## config.mk

```make
export PLATFORM = sky130hd
export DESIGN_NAME = ddc_mixer_decim_flat
export DESIGN_NICKNAME = d
export VERILOG_FILES = /design/src/rtl/ddc_pkg.sv /design/src/rtl/ddc_mixer_decim_if.sv /design/src/rtl/ddc_round_sat.sv /design/src/rtl/ddc_mixer_decim.sv /design/src/flat_wrapper.sv
export SDC_FILE = /design/constraint.sdc
export NUM_CORES = 2
export LEC_CHECK = 0
export BUFFER_PORTS_ARGS = -buffer_cell sky130_fd_sc_hd__buf_2
export CORE_UTILIZATION = 30
export DETAILED_ROUTE_END_ITERATION = 10
export PLACE_DENSITY = 0.57
export SETUP_SLACK_MARGIN = 0.15
export SYNTH_ARGS = -nofsm -noshare
export SYNTH_HDL_FRONTEND = slang
export SYNTH_SLANG_ARGS = --single-unit
```

## constraint.sdc

```tcl
create_clock -name clk -period 12.2 [get_ports clk]
set_input_delay 1.83 -clock clk [delete_from_list [all_inputs] [get_ports clk]]
set_output_delay 1.83 -clock clk [all_outputs]
set_load 0.1 [all_outputs]
```

## src/rtl/ddc_pkg.sv

```systemverilog
// Shared widths, FSM encoding and width helpers for the DDC mixer/decimator.
package ddc_pkg;
    localparam int ADC_W_DEF = 12;
    localparam int NCO_W_DEF = 16;
    localparam int OUT_W_DEF = 16;
    localparam int DEC_W_DEF = 8;
    localparam int SHIFT_W   = 4;
    localparam int RND_GUARD = 1;
    localparam int SAMT_W    = 8;

    typedef enum logic {ST_IDLE = 1'b0, ST_ACCUM = 1'b1} ddc_state_t;

    function automatic int prod_width(input int adc_w, input int nco_w);
        return adc_w + nco_w;
    endfunction

    function automatic int acc_width(input int adc_w, input int nco_w, input int dec_w);
        return adc_w + nco_w + dec_w;
    endfunction

    // A guard bit keeps the rounding offset from ever wrapping a full-scale sum.
    function automatic int rnd_width(input int acc_w);
        return acc_w + RND_GUARD;
    endfunction
endpackage

```

## src/rtl/ddc_mixer_decim_if.sv

```systemverilog
// Sample/result bus of the DDC: ADC + NCO inputs in, decimated I/Q out.
interface ddc_mixer_decim_if
    import ddc_pkg::*;
#(
    parameter int ADC_W = ADC_W_DEF,
    parameter int NCO_W = NCO_W_DEF,
    parameter int OUT_W = OUT_W_DEF
);
    logic signed [ADC_W-1:0] adc_i;
    logic                    adc_valid;
    logic signed [NCO_W-1:0] nco_sin;
    logic signed [NCO_W-1:0] nco_cos;
    logic                    nco_valid;
    logic signed [OUT_W-1:0] i_o;
    logic signed [OUT_W-1:0] q_o;
    logic                    out_valid;
    logic                    ovf_o;

    modport master (
        output adc_i, adc_valid, nco_sin, nco_cos, nco_valid,
        input  i_o, q_o, out_valid, ovf_o
    );

    modport slave (
        input  adc_i, adc_valid, nco_sin, nco_cos, nco_valid,
        output i_o, q_o, out_valid, ovf_o
    );
endinterface

```

## src/rtl/ddc_round_sat.sv

```systemverilog
// Gain normalisation of one accumulator channel: shift by (ADC_W-1)+shift,
// round half up, saturate to OUT_W and flag the clip.
module ddc_round_sat
    import ddc_pkg::*;
#(
    parameter int ADC_W = ADC_W_DEF,
    parameter int ACC_W = acc_width(ADC_W_DEF, NCO_W_DEF, DEC_W_DEF),
    parameter int OUT_W = OUT_W_DEF
) (
    input  logic signed [ACC_W-1:0] sum,
    input  logic [SHIFT_W-1:0]      shift,
    output logic signed [OUT_W-1:0] y,
    output logic                    sat
);
    localparam int RND_W = rnd_width(ACC_W);
    localparam logic signed [RND_W-1:0] MAX_V = {{(RND_W-OUT_W+1){1'b0}}, {(OUT_W-1){1'b1}}};
    localparam logic signed [RND_W-1:0] MIN_V = {{(RND_W-OUT_W+1){1'b1}}, {(OUT_W-1){1'b0}}};

    logic [SAMT_W-1:0]       s_amt;
    logic signed [RND_W-1:0] sum_x;
    logic signed [RND_W-1:0] half;
    logic signed [RND_W-1:0] shifted;

    assign s_amt   = SAMT_W'(ADC_W - 1) + SAMT_W'(shift);
    assign sum_x   = {{RND_GUARD{sum[ACC_W-1]}}, sum};
    assign half    = RND_W'(1) << (s_amt - SAMT_W'(1));
    assign shifted = (sum_x + half) >>> s_amt;

    always_comb begin
        y   = shifted[OUT_W-1:0];
        sat = 1'b0;
        if (shifted > MAX_V) begin
            y   = MAX_V[OUT_W-1:0];
            sat = 1'b1;
        end else if (shifted < MIN_V) begin
            y   = MIN_V[OUT_W-1:0];
            sat = 1'b1;
        end
    end
endmodule

```

## src/rtl/ddc_mixer_decim.sv

```systemverilog
// Digital down-converter back end: mix ADC samples with NCO cos/-sin,
// integrate-and-dump over N products, then round/saturate to OUT_W.
module ddc_mixer_decim
    import ddc_pkg::*;
#(
    parameter int ADC_W = ADC_W_DEF,
    parameter int NCO_W = NCO_W_DEF,
    parameter int OUT_W = OUT_W_DEF,
    parameter int DEC_W = DEC_W_DEF
) (
    input  logic               clk,
    input  logic               reset,
    input  logic               clken,
    input  logic [DEC_W-1:0]   dec_n,
    input  logic [SHIFT_W-1:0] dec_shift,
    ddc_mixer_decim_if.slave   bus
);
    localparam int PROD_W = prod_width(ADC_W, NCO_W);
    localparam int ACC_W  = acc_width(ADC_W, NCO_W, DEC_W);
    localparam int NCH    = 2;   // channel 0 = I (cos), channel 1 = Q (-sin)

    logic accept;
    assign accept = clken & bus.adc_valid & bus.nco_valid;

    logic signed [ADC_W-1:0]  adc_reg;
    logic signed [NCO_W-1:0]  nco_reg [NCH];
    logic                     s1_vld_reg;
    logic signed [PROD_W-1:0] adc_x;
    logic signed [PROD_W-1:0] nco_x   [NCH];
    logic signed [PROD_W-1:0] prod    [NCH];
    logic signed [PROD_W-1:0] p_reg   [NCH];
    logic                     s2_vld_reg;

    ddc_state_t               state_reg;
    logic [DEC_W-1:0]         cnt_reg;
    logic [DEC_W-1:0]         n_reg;
    logic [DEC_W-1:0]         n_eff;
    logic [DEC_W-1:0]         cnt_inc;
    logic                     last;
    logic signed [ACC_W-1:0]  acc_reg [NCH];
    logic signed [ACC_W-1:0]  sum     [NCH];
    logic signed [OUT_W-1:0]  rs_y    [NCH];
    logic [NCH-1:0]           rs_sat;
    logic signed [OUT_W-1:0]  out_reg [NCH];
    logic                     out_vld_reg;
    logic                     ovf_reg;

    assign adc_x = {{NCO_W{adc_reg[ADC_W-1]}}, adc_reg};

    genvar gi;
    generate
        for (gi = 0; gi < NCH; gi++) begin : g_ch
            assign nco_x[gi] = {{ADC_W{nco_reg[gi][NCO_W-1]}}, nco_reg[gi]};
            // PROD_W holds -(-2^(ADC_W-1) * -2^(NCO_W-1)) without wrapping.
            if (gi == 0) begin : g_i
                assign prod[gi] = adc_x * nco_x[gi];
            end else begin : g_q
                assign prod[gi] = -(adc_x * nco_x[gi]);
            end
            assign sum[gi] = acc_reg[gi] + {{DEC_W{p_reg[gi][PROD_W-1]}}, p_reg[gi]};

            ddc_round_sat #(
                .ADC_W (ADC_W),
                .ACC_W (ACC_W),
                .OUT_W (OUT_W)
            ) u_round_sat (
                .sum   (sum[gi]),
                .shift (dec_shift),
                .y     (rs_y[gi]),
                .sat   (rs_sat[gi])
            );
        end
    endgenerate

    always_ff @(posedge clk) begin
        if (reset) begin
            adc_reg    <= '0;
            s1_vld_reg <= 1'b0;
            s2_vld_reg <= 1'b0;
            for (int ch = 0; ch < NCH; ch++) begin
                nco_reg[ch] <= '0;
                p_reg[ch]   <= '0;
            end
        end else if (clken) begin
            s1_vld_reg <= accept;
            s2_vld_reg <= s1_vld_reg;
            if (accept) begin
                adc_reg    <= bus.adc_i;
                nco_reg[0] <= bus.nco_cos;
                nco_reg[1] <= bus.nco_sin;
            end
            if (s1_vld_reg) begin
                for (int ch = 0; ch < NCH; ch++) p_reg[ch] <= prod[ch];
            end
        end
    end

    // The frame length is sampled only while idle so mid-frame dec_n edits wait.
    assign n_eff   = (state_reg == ST_IDLE) ? ((dec_n == '0) ? DEC_W'(1) : dec_n) : n_reg;
    assign cnt_inc = cnt_reg + DEC_W'(1);
    assign last    = (cnt_inc == n_eff);

    always_ff @(posedge clk) begin
        if (reset) begin
            state_reg   <= ST_IDLE;
            cnt_reg     <= '0;
            n_reg       <= '0;
            out_vld_reg <= 1'b0;
            ovf_reg     <= 1'b0;
            for (int ch = 0; ch < NCH; ch++) begin
                acc_reg[ch] <= '0;
                out_reg[ch] <= '0;
            end
        end else if (clken) begin
            out_vld_reg <= 1'b0;
            if (s2_vld_reg) begin
                if (last) begin
                    state_reg   <= ST_IDLE;
                    cnt_reg     <= '0;
                    out_vld_reg <= 1'b1;
                    ovf_reg     <= ovf_reg | (|rs_sat);
                    for (int ch = 0; ch < NCH; ch++) begin
                        acc_reg[ch] <= '0;
                        out_reg[ch] <= rs_y[ch];
                    end
                end else begin
                    state_reg <= ST_ACCUM;
                    cnt_reg   <= cnt_inc;
                    n_reg     <= n_eff;
                    for (int ch = 0; ch < NCH; ch++) acc_reg[ch] <= sum[ch];
                end
            end
        end
    end

    assign bus.i_o       = out_reg[0];
    assign bus.q_o       = out_reg[1];
    assign bus.out_valid = out_vld_reg & clken;
    assign bus.ovf_o     = ovf_reg;
endmodule

```

## src/flat_wrapper.sv

```systemverilog
// flat-port wrapper written by rule: the top's interface ports become plain ports
module ddc_mixer_decim_flat import ddc_pkg::*;
#(
    parameter int ADC_W = ADC_W_DEF,
    parameter int NCO_W = NCO_W_DEF,
    parameter int OUT_W = OUT_W_DEF,
    parameter int DEC_W = DEC_W_DEF
)
  (clk, reset, clken, dec_n, dec_shift, bus_adc_i, bus_adc_valid, bus_nco_sin, bus_nco_cos, bus_nco_valid, bus_i_o, bus_q_o, bus_out_valid, bus_ovf_o);
  ddc_mixer_decim_if #(.ADC_W(ADC_W), .NCO_W(NCO_W), .OUT_W(OUT_W)) bus_i ();
  input  logic clk;
  input  logic reset;
  input  logic clken;
  input  logic [DEC_W-1:0] dec_n;
  input  logic [SHIFT_W-1:0] dec_shift;
  input wire logic [$bits(bus_i.adc_i)-1:0] bus_adc_i;
  input wire logic [$bits(bus_i.adc_valid)-1:0] bus_adc_valid;
  input wire logic [$bits(bus_i.nco_sin)-1:0] bus_nco_sin;
  input wire logic [$bits(bus_i.nco_cos)-1:0] bus_nco_cos;
  input wire logic [$bits(bus_i.nco_valid)-1:0] bus_nco_valid;
  output wire logic [$bits(bus_i.i_o)-1:0] bus_i_o;
  output wire logic [$bits(bus_i.q_o)-1:0] bus_q_o;
  output wire logic [$bits(bus_i.out_valid)-1:0] bus_out_valid;
  output wire logic [$bits(bus_i.ovf_o)-1:0] bus_ovf_o;
  assign bus_i.adc_i = bus_adc_i;
  assign bus_i.adc_valid = bus_adc_valid;
  assign bus_i.nco_sin = bus_nco_sin;
  assign bus_i.nco_cos = bus_nco_cos;
  assign bus_i.nco_valid = bus_nco_valid;
  assign bus_i_o = bus_i.i_o;
  assign bus_q_o = bus_i.q_o;
  assign bus_out_valid = bus_i.out_valid;
  assign bus_ovf_o = bus_i.ovf_o;
  ddc_mixer_decim #(.ADC_W(ADC_W), .NCO_W(NCO_W), .OUT_W(OUT_W), .DEC_W(DEC_W)) u_core (.clk(clk), .reset(reset), .clken(clken), .dec_n(dec_n), .dec_shift(dec_shift), .bus(bus_i));
endmodule
```

==> results.cfg <==
[outcome]
status = complete, but fails checks
failed_checks = DRC

[placement]
port_buffers = 94
pre_cts_ws_ps = 2040
dpl.hpwl_mm = 82.3
gp_congestion = 0.940
postPlaceCellArea_sq_um = 37600

[die]
initial_core_util = 0.302
die_h_um = 347
die_w_um = 347
dieArea_sq_um = 120000
core.rowCount = 126
core-area_sq_um = 118000
ios = 95

[clock_network]
cts.sinks = 225
clk_latency_ps = 620
cts_hold_buf = 0
cts_buffer_depth = 3
cts_inserted_buffers = 28
cts_tree = built
cts_htree_levels = 1
clkTransAtPathRegs_ps = 60
clock-root-buffer = clkbuf_16
cts_resized = 0
cts_setup_buffers = 0

[critical_path]
crit_type = flip-flop to flip-flop
path_max_fanout = 16
crit_path_start_kind = flip-flop
slowest_delay_ps = 900
crit_required_ps = 12690
arrival_ps = 10510
end_kind = flip-flop
cp_slowest_cell = or4_1

[cells_and_area]
fillers = 12300
final_cell_mix = inv_1, nand2_1, fa_1, and2_1, ha_1
final_layout_size_suffix_gt1_frac = 0.0698
final_common_cell = inv_1
area_growth_pct = 8.34
largest_reg_flops = 72
finalInstanceArea_sq_um = 38600
final_nets = 4790
fin_util = 0.328

[sta]
rsz0062_at_grt = false
setup_viol = 0
slew_viol_final = 0
final-hold-violation-count = 0
fin_crit_sh = 0.821
fin_worst_skew_ps = 37.1
finalWorstSetupSlack_ps = 2180
max_slew_margin = 0.0948
whs_ps = 471
fmax_mhz = 99.8
fin_crit_ps = 10020
tns_ps = 0
tightestPinTransition_ps = 1350

[detailed_routing]
ant_nets = 0
drcViolationCount = 1
initialDrtViolationCount = 2427
drtPass1Iterations = 11
wirelength_mm = 104
num_vias = 29400
vias_per_cell = 5.21
wl_per_cell_um = 18.4

[flow_run]
maxCapViolations = 0

[pwr]
ir_drop_mv = 0.100
power.density_nw_per_um2 = 94.8
leakage_nw = 16.9

[synth]
synthCells = 4109
synth_cell_types = 105
synth.avg_cell_area_sq_um = 8.68
ys_warn_count = 0
syn_area_sq_um = 35700
ys_seq_area_frac = 0.180
synth_edf_count = 192
ys_seq_elements = 225
synthArstFlopShare = 0
synth_ff_type = edfxtp_1

[grt]
grt_max_degree = 66
antenna_found_initial = 1
track_usage = 0.171
grt_overflow_total = 0
grt_pass1_wl_mm = 166
grt_pass1_vias = 29000

[min_path]
hp-class = flip-flop to flip-flop
## critical path, delay by kind of cell, from the launching register on
kind                       cells  cell delay, ps
adders and majority gates      3            1010
buffers and inverters          1              60
DFF                            1             330
and+or+nand+nor                6            2600
xor gates and xnor gates       1             360
AOI/OAI and AO/OA             27            5550
## per-layer routing
layer / global-route usage / vias to the layer above / part of all wire
met4: 0.0530 / 0 / 0.033
li1: - / 14100 / -
met1: 0.250 / 14200 / 0.48
met2: 0.264 / 875 / 0.43
met3: 0.0174 / 154 / 0.057
met5: 0 / - / 0
## path summary, 6_finish.rpt
| kind | startpoint | endpoint | slack (ps) | cells past startpoint |
|---|---|---|---|---|
| worst max-delay path | u_core.p_reg[0][0]$_SDFFCE_PN0P_ | u_core.out_reg[0][7]$_SDFFCE_PN0P_ | 2180 | 38 |
| worst min-delay path | u_core.s1_vld_reg$_SDFFE_PP0P_ | u_core.s1_vld_reg$_SDFFE_PP0P_ | 470 | 2 |
| worst max register to register | u_core.p_reg[0][0]$_SDFFCE_PN0P_ | u_core.out_reg[0][7]$_SDFFCE_PN0P_ | 2180 | 38 |
| worst min register to register | u_core.s1_vld_reg$_SDFFE_PP0P_ | u_core.s1_vld_reg$_SDFFE_PP0P_ | 470 | 2 |
## where the power goes
part | internal [mW] | total (mW) | switching [mW]
clock | 0.526 | 0.894 | 0.368
sequential | 0.868 | 0.920 | 0.0519
combinational | 0.689 | 1.85 | 1.16
total | 2.08 | 3.66 | 1.58
## layout make-up
class	count	area (sq um)	area share
diodes	1	2.50	0.0000648
clock inverters	20	219	0.00567
multi-input cells	3261	26900	0.697
clock buffers	32	778	0.0201
flip-flops and latches	225	6430	0.166
inverters	429	1610	0.0417
repair buffers	133	766	0.0198
well taps	1536	1920	0.0497
## through the flow
stage | std cells | power [mW]
after floorplan | 4116 | 2.27
after global placement | 5584 | 2.76
after detailed placement | 5584 | 2.75
after CTS | 5636 | 3.67
after global routing | 5637 | 3.91
final | 5637 | 3.66
## cells in the mapped netlist, types with 9 or more instances
| master | count | area (sq um) |
|---|---|---|
| nor2_1 | 286 | 1070 |
| o211ai_1 | 46 | 345 |
| nor4_1 | 12 | 75.1 |
| mux2i_1 | 81 | 811 |
| nand2b_1 | 47 | 294 |
| or2_2 | 24 | 150 |
| mux2_2 | 17 | 191 |
| clkbuf_1 | 164 | 616 |
| o31ai_1 | 18 | 135 |
| xnor2_1 | 119 | 1040 |
| nor3b_1 | 9 | 67.6 |
| nand3_1 | 76 | 380 |
| o21bai_1 | 21 | 158 |
| o2111ai_1 | 14 | 123 |
| a21o_1 | 94 | 706 |
| a31oi_1 | 35 | 219 |
| dfxtp_1 | 33 | 661 |
| or3_1 | 30 | 188 |
| edfxtp_1 | 192 | 5770 |
| inv_1 | 427 | 1600 |
| a211oi_1 | 51 | 383 |
| nand2_1 | 371 | 1390 |
| o211a_1 | 10 | 100 |
| o22ai_1 | 11 | 68.8 |
| and3_1 | 32 | 200 |
| nand4_1 | 18 | 113 |
| a21oi_2 | 11 | 96.3 |
| fa_1 | 354 | 7090 |
| o21ai_0 | 145 | 726 |
| o311ai_0 | 9 | 78.8 |
| nor3_1 | 98 | 490 |
| a221oi_1 | 12 | 105 |
| buf_1 | 26 | 97.6 |
| and2_1 | 330 | 2060 |
| xor2_1 | 58 | 508 |
| nor2b_1 | 34 | 213 |
| a211o_1 | 18 | 158 |
| a2111oi_0 | 9 | 78.8 |
| a21boi_0 | 18 | 135 |
| a22o_1 | 14 | 123 |
| a21oi_1 | 226 | 1130 |
| o21a_1 | 46 | 345 |
| ha_1 | 297 | 3720 |
## cell families after synthesis
family | Yosys count | synth area share
AOI/OAI and AO/OA | 912 | 0.174
xor gates and xnor gates | 179 | 0.0446
adders and majority gates | 655 | 0.304
buffers and inverters | 630 | 0.0674
DFF | 225 | 0.180
muxes | 107 | 0.0334
other | 1 | 0.000105
and+or+nand+nor | 1400 | 0.196
(Power assumes the default switching activity.)
